===== src/rtl/counter_display_pkg.sv =====
// Shared types and constants for the counter display: converter states,
// active-low seven-segment codes ({g,f,e,d,c,b,a}) and double-dabble helpers.
package counter_display_pkg;

  typedef enum logic [1:0] {
    IDLE  = 2'd0,
    SHIFT = 2'd1,
    LOAD  = 2'd2
  } conv_state_t;

  localparam logic [6:0] SEG_0     = 7'h40;
  localparam logic [6:0] SEG_1     = 7'h79;
  localparam logic [6:0] SEG_2     = 7'h24;
  localparam logic [6:0] SEG_3     = 7'h30;
  localparam logic [6:0] SEG_4     = 7'h19;
  localparam logic [6:0] SEG_5     = 7'h12;
  localparam logic [6:0] SEG_6     = 7'h02;
  localparam logic [6:0] SEG_7     = 7'h78;
  localparam logic [6:0] SEG_8     = 7'h00;
  localparam logic [6:0] SEG_9     = 7'h10;
  localparam logic [6:0] SEG_BLANK = 7'h7F;

  localparam logic [2:0] AN_RESET  = 3'b110;
  localparam logic [2:0] AN_TENS   = 3'b101;
  localparam logic [2:0] AN_HUNDS  = 3'b011;

  localparam int SHIFT_CYCLES = 8;

  // Non-decimal nibbles cannot occur; they fall back to a dark digit.
  function automatic logic [6:0] seg_decode(input logic [3:0] d);
    logic [6:0] s;
    case (d)
      4'd0:    s = SEG_0;
      4'd1:    s = SEG_1;
      4'd2:    s = SEG_2;
      4'd3:    s = SEG_3;
      4'd4:    s = SEG_4;
      4'd5:    s = SEG_5;
      4'd6:    s = SEG_6;
      4'd7:    s = SEG_7;
      4'd8:    s = SEG_8;
      4'd9:    s = SEG_9;
      default: s = SEG_BLANK;
    endcase
    return s;
  endfunction

  function automatic logic [11:0] dabble(input logic [11:0] b);
    logic [11:0] r;
    for (int i = 0; i < 3; i++) begin
      r[i*4 +: 4] = (b[i*4 +: 4] >= 4'd5) ? b[i*4 +: 4] + 4'd3 : b[i*4 +: 4];
    end
    return r;
  endfunction

endpackage


===== src/rtl/bin2bcd_seq.sv =====
// Sequential 8-bit binary to 3-digit BCD converter using double-dabble,
// one bit per cycle on a fixed 10-cycle IDLE/SHIFT x8/LOAD schedule.
module bin2bcd_seq
  import counter_display_pkg::*;
(
  input  logic        clk,
  input  logic        reset,
  input  logic [7:0]  value,
  output logic [11:0] bcd
);

  conv_state_t state, state_next;
  logic [2:0]  shift_cnt;
  logic [7:0]  bin_sr;
  logic [11:0] acc;
  logic [11:0] acc_adj;
  logic [19:0] shifted;

  always_ff @(posedge clk) begin
    if (reset) state <= IDLE;
    else       state <= state_next;
  end

  always_comb begin
    state_next = state;
    case (state)
      IDLE:    state_next = SHIFT;
      SHIFT:   if (shift_cnt == 3'(SHIFT_CYCLES - 1)) state_next = LOAD;
      LOAD:    state_next = IDLE;
      default: state_next = IDLE;
    endcase
  end

  // Adjust nibbles first, then shift the binary MSB into the BCD accumulator.
  assign acc_adj = dabble(acc);
  assign shifted = {acc_adj, bin_sr} << 1;

  always_ff @(posedge clk) begin
    if (reset) begin
      shift_cnt <= 3'd0;
      bin_sr    <= 8'd0;
      acc       <= 12'd0;
      bcd       <= 12'd0;
    end else begin
      case (state)
        IDLE: begin
          bin_sr    <= value;
          acc       <= 12'd0;
          shift_cnt <= 3'd0;
        end
        SHIFT: begin
          acc       <= shifted[19:8];
          bin_sr    <= shifted[7:0];
          shift_cnt <= shift_cnt + 3'd1;
        end
        LOAD: bcd <= acc;
        default: ;
      endcase
    end
  end

endmodule


===== src/rtl/counter_display.sv =====
// Three-digit multiplexed seven-segment driver for an 8-bit count.
// Optional macro LEADING_ZERO_BLANK_EN blanks leading zeros in hundreds/tens.
module counter_display
  import counter_display_pkg::*;
#(
  parameter int REFRESH_DIV = 50000
) (
  input  logic        clk,
  input  logic        reset,
  input  logic [7:0]  value,
  output logic [11:0] bcd,
  output logic [6:0]  seg,
  output logic [2:0]  an
);

  localparam int CW = $clog2(REFRESH_DIV);

  logic [CW-1:0] refresh_cnt;
  logic          refresh_tc;
  logic [1:0]    digit_idx;
  logic [3:0]    digit;
  logic          blank;
  logic [6:0]    seg_next;
  logic [2:0]    an_next;

  bin2bcd_seq u_conv (
    .clk   (clk),
    .reset (reset),
    .value (value),
    .bcd   (bcd)
  );

  assign refresh_tc = (refresh_cnt == CW'(REFRESH_DIV - 1));

  always_ff @(posedge clk) begin
    if (reset) begin
      refresh_cnt <= '0;
      digit_idx   <= 2'd0;
    end else if (refresh_tc) begin
      refresh_cnt <= '0;
      digit_idx   <= (digit_idx == 2'd2) ? 2'd0 : digit_idx + 2'd1;
    end else begin
      refresh_cnt <= refresh_cnt + CW'(1);
    end
  end

  // Digit select reads bcd live, so a new conversion shows up mid-slot.
  always_comb begin
    digit   = bcd[3:0];
    an_next = AN_RESET;
    blank   = 1'b0;
    case (digit_idx)
      2'd1: begin
        digit   = bcd[7:4];
        an_next = AN_TENS;
`ifdef LEADING_ZERO_BLANK_EN
        blank   = (bcd[11:4] == 8'd0);
`endif
      end
      2'd2: begin
        digit   = bcd[11:8];
        an_next = AN_HUNDS;
`ifdef LEADING_ZERO_BLANK_EN
        blank   = (bcd[11:8] == 4'd0);
`endif
      end
      default: ;
    endcase
    seg_next = blank ? SEG_BLANK : seg_decode(digit);
  end

  always_ff @(posedge clk) begin
    if (reset) begin
      an  <= AN_RESET;
      seg <= SEG_0;
    end else begin
      an  <= an_next;
      seg <= seg_next;
    end
  end

endmodule


===== config.mk =====
export PLATFORM = sky130hd
export DESIGN_NAME = counter_display
export DESIGN_NICKNAME = d
export VERILOG_FILES = /design/src/rtl/counter_display_pkg.sv /design/src/rtl/bin2bcd_seq.sv /design/src/rtl/counter_display.sv
export SDC_FILE = /design/constraint.sdc
export NUM_CORES = 1
export LEC_CHECK = 0
export CAP_MARGIN = 20
export CORE_ASPECT_RATIO = 0.8
export CORE_MARGIN = 2
export CORE_UTILIZATION = 52
export CTS_CLUSTER_DIAMETER = 50
export DETAILED_ROUTE_END_ITERATION = 12
export HOLD_SLACK_MARGIN = 0.1
export PLACE_DENSITY = 0.74
export RECOVER_POWER = 25
export SLEW_MARGIN = 30
export SYNTH_ARGS = -nofsm -noshare
export SYNTH_HDL_FRONTEND = slang
export SYNTH_HIERARCHICAL = 1
export SYNTH_SLANG_ARGS = --single-unit

===== constraint.sdc =====
create_clock -name clk -period 2.8 [get_ports clk]
set_input_delay 0.28 -clock clk [delete_from_list [all_inputs] [get_ports clk]]
set_output_delay 0.28 -clock clk [all_outputs]
set_load 0.02 [all_outputs]

==> qor.csv <==
metric;value;unit
detail_route.iter0.violations;78;
worstHoldPathType;flop to flop;
hold-path-endpoint;refresh_cnt[0];
place.detailed.hpwl;3860;um
timing.critical_path.to_type;flop;
power.net_switching;0.378;mW
fp.dieH;71.4;um
worst_hold_path.num_cells;1;
r2r.worst_path.cells;8;
layout-area-overhead-vs-synth;17.2;%
rsz0062_at_grt;no;
max_cap_violations;0;
syn_area;2950;um2
power.share.switching;0.227;
wl_per_cell;12.7;um
final.setup.worst_slack;0.544;ns
cts_max_path_buffers;2;
crit_type;flop to flop;
numClockSinks;65;
initial_utilization;0.540;
grt_first_pass_wirelength;9190;um
finalWorstPathRequiredPeriod;2.26;ns
grt_remaining_overflow;0;
outcome;complete, no violations;
cp_cell_sequence;inv_1 -> ha_1 -> nor2_1 -> a21oi_1 -> inv_1 -> ha_1 -> o21ai_0 -> a31oi_1;
die-width;88.3;um
share_of_the_yosys_chip_area_belonging_to_registers;0.441;
design.core.area;5470;um2
maxSlewViolCount;0;
pwr-share-comb;0.042;
share_clk_of_total_power;0.390;
cp_num_buf_inv;2;
slew_at_the_pin_closest_to_its_max_slew_limit;1.18;ns
pin_count_of_the_biggest_net_entering_global_routing;29;
internal-power;1.29;mW
portBuffers;31;
worst_case_setup_slack_after_placement;0.615;ns
worst_clock_skew;0.00455;ns
mappedNetlistNets;359;
worst_path_dominant_cell_family;adder cells;
fp-row-count;24;
drtAntennaViolNets;0;
peakVddDrop;0.000283;V
drtPass1Iterations;4;
postSynthAreaPerCell;8.87;um2
finalCritPeriodShare;0.806;
worstReg2RegEnd;seg[3];
cts.repair.resized;0;
report.final.setup_viol;0;
data_required_critical_path;2.97;ns
final_layout_size_suffix_gt1_frac;0.0623;
clk-insertion-delay-late;0.33;ns
fin_area;3460;um2
dpl-instance-area;3310;um2
setup.reg_to_reg.worst_slack;0.54;ns
synth_cell_types;42;
whs;0.455;ns
clk_root_buffer_cell;sky130_fd_sc_hd__clkbuf_8;
cellLeakagePower;1.28;nW
syn-instance-count;333;
most_common_library_cell_in_the_layout_ignoring_fill_and_taps;sky130_fd_sc_hd__dfxtp_1;
via_count_of_the_first_global_routing_pass;2058;
tritoncts_clock_tree;done;
groute.usage.overall;0.189;
clkTransAtPathRegs;0.07;ns
synth-warning-count;6;
cell_pwr_density;481;nW/um2
final_net_count;390;
power.share.sequential;0.568;
floorplan.io_pins;32;
route.detailed.vias_per_inst;5.29;
cp-startpoint;digit_idx[0];
vias;2366;
diodes;0;
drc;0;
gp_congestion;0.804;
ff_latch_count_synth;65;
tritoncts.num_buffers;9;
number_of_antenna_violations_at_the_first_check_in_global_routing;0;
critPathSlowestCell;sky130_fd_sc_hd__ha_1;
die_outline_area;6300;um2
achievable_frequency;443;MHz
post_cts.repair.setup_buffers;0;
cts_max_level;3;
worstHoldStart;refresh_cnt[0];
post_cts_hold_buffer_count;0;
critical_path.startpoint_type;flop;
timing.setup.tns;0;ns
routed_wl;5690;um
mostFrequentLayoutCells;65 x sky130_fd_sc_hd__dfxtp_1, 47 x sky130_fd_sc_hd__nor2_1, 34 x sky130_fd_sc_hd__a21oi_1;
worst_ep_arrival_time;2.43;ns
hold_viol_final;0;
maximum_single_stage_delay_on_the_critical_path;0.47;ns
reg2reg_start;digit_idx[0];
maxSlewHeadroom;0.214;
critPathMaxFanout;11;
per-stage QoR:
stage | std cells | util | power, mW
2_1_floorplan | 333 | - | 1.01
3_5_place_dp | 431 | 0.606 | 1.04
3_3_place_gp | 431 | 0.606 | 1.04
6_report | 447 | 0.633 | 1.66
4_1_cts | 447 | 0.634 | 1.69
5_1_grt | 447 | 0.633 | 1.73
area by class of cell:
| type | count | area, um2 |
|---|---|---|
| clock inverter | 4 | 20.0 |
| multi-input combinational | 242 | 1530 |
| clock buffer | 12 | 135 |
| inverter | 11 | 41.3 |
| tap | 78 | 97.6 |
| fill | 500 | 2010 |
| timing repair buffer | 35 | 333 |
| sequential | 65 | 1300 |
routing by layer:
layer	up-vias	wire, um	global-route usage	part of all wire
met5	-	0	0	0
met1	1085	2770	0.237	0.49
met3	7	321	0.0749	0.056
met4	0	78	0.0758	0.014
met2	61	2520	0.293	0.44
li1	1213	-	-	-
flip-flops by register name (all words and copies together) (netlist names):
signal and cells:
seg 7, u_conv/state 2, u_conv/bin_sr 8, digit_idx 2, an 3, u_conv/acc 12
u_conv/shift_cnt 3, u_conv/bcd 12, refresh_cnt 16
worst max-delay path by stage:
stage / slack [ns] / end / cells after the start
CTS: 0.60 / seg[3] / 8
finish: 0.54 / seg[3] / 8
detailed placement: 0.62 / seg[3] / 8
global route: 0.36 / seg[3] / 8
floorplan: 0.75 / seg[3] / 9
global placement: 0.76 / seg[3] / 7
cell families (layout without fill, tap and decap cells):
group | after synthesis | after routing | share of synthesized area
compound gates | 71 | 71 | 0.151
flops | 65 | 65 | 0.441
buf+inv | 26 | 62 | 0.0407
xor+xnor | 19 | 19 | 0.0564
fa+ha+maj | 16 | 16 | 0.0678
simple gates | 125 | 125 | 0.206
mux | 11 | 11 | 0.0373
power by group through the flow:
stage / Sequential [mW] / Combinational, mW / Clock [mW]
floorplan: 0.965 / 0.0483 / 0
global placement: 0.966 / 0.0693 / 0
detailed placement: 0.966 / 0.0707 / 0
CTS: 0.946 / 0.0713 / 0.669
global route: 0.947 / 0.0781 / 0.705
finish: 0.946 / 0.0699 / 0.649
cell usage after synthesis:
master,n,area (um2)
sky130_fd_sc_hd__a22oi_1,7,52.6
sky130_fd_sc_hd__nand2b_1,6,37.5
sky130_fd_sc_hd__or4b_4,1,13.8
sky130_fd_sc_hd__nor2_1,47,176
sky130_fd_sc_hd__and3_2,1,7.51
sky130_fd_sc_hd__nand4b_1,1,8.76
sky130_fd_sc_hd__buf_6,1,11.3
sky130_fd_sc_hd__xnor2_1,11,96.3
sky130_fd_sc_hd__buf_2,6,30.0
sky130_fd_sc_hd__ha_1,16,200
sky130_fd_sc_hd__and2b_1,2,15.0
sky130_fd_sc_hd__clkbuf_1,3,11.3
sky130_fd_sc_hd__nor4_1,3,18.8
sky130_fd_sc_hd__o21ai_0,10,50.1
sky130_fd_sc_hd__mux2i_1,11,110
sky130_fd_sc_hd__nand3_1,10,50.1
sky130_fd_sc_hd__inv_1,11,41.3
sky130_fd_sc_hd__or4_1,1,7.51
sky130_fd_sc_hd__o21bai_4,1,18.8
sky130_fd_sc_hd__buf_1,3,11.3
sky130_fd_sc_hd__nor2b_1,3,18.8
sky130_fd_sc_hd__dfxtp_1,65,1300
sky130_fd_sc_hd__or4bb_2,1,12.5
sky130_fd_sc_hd__nor3_1,4,20.0
sky130_fd_sc_hd__or4_4,1,11.3
sky130_fd_sc_hd__a21oi_1,34,170
sky130_fd_sc_hd__a21o_1,3,22.5
sky130_fd_sc_hd__a211oi_1,2,15.0
sky130_fd_sc_hd__and4_1,2,17.5
sky130_fd_sc_hd__a31oi_1,2,12.5
sky130_fd_sc_hd__nand4_1,5,31.3
sky130_fd_sc_hd__and2_1,2,12.5
sky130_fd_sc_hd__nor3b_1,3,22.5
sky130_fd_sc_hd__a221oi_1,1,8.76
sky130_fd_sc_hd__or2_2,1,6.26
sky130_fd_sc_hd__nand2_1,29,109
sky130_fd_sc_hd__xor2_1,8,70.1
sky130_fd_sc_hd__and3_1,2,12.5
sky130_fd_sc_hd__a21oi_2,2,17.5
sky130_fd_sc_hd__o31ai_1,1,7.51
sky130_fd_sc_hd__a22o_1,8,70.1
sky130_fd_sc_hd__buf_4,2,15.0
Power figures use the tool's default switching activity.
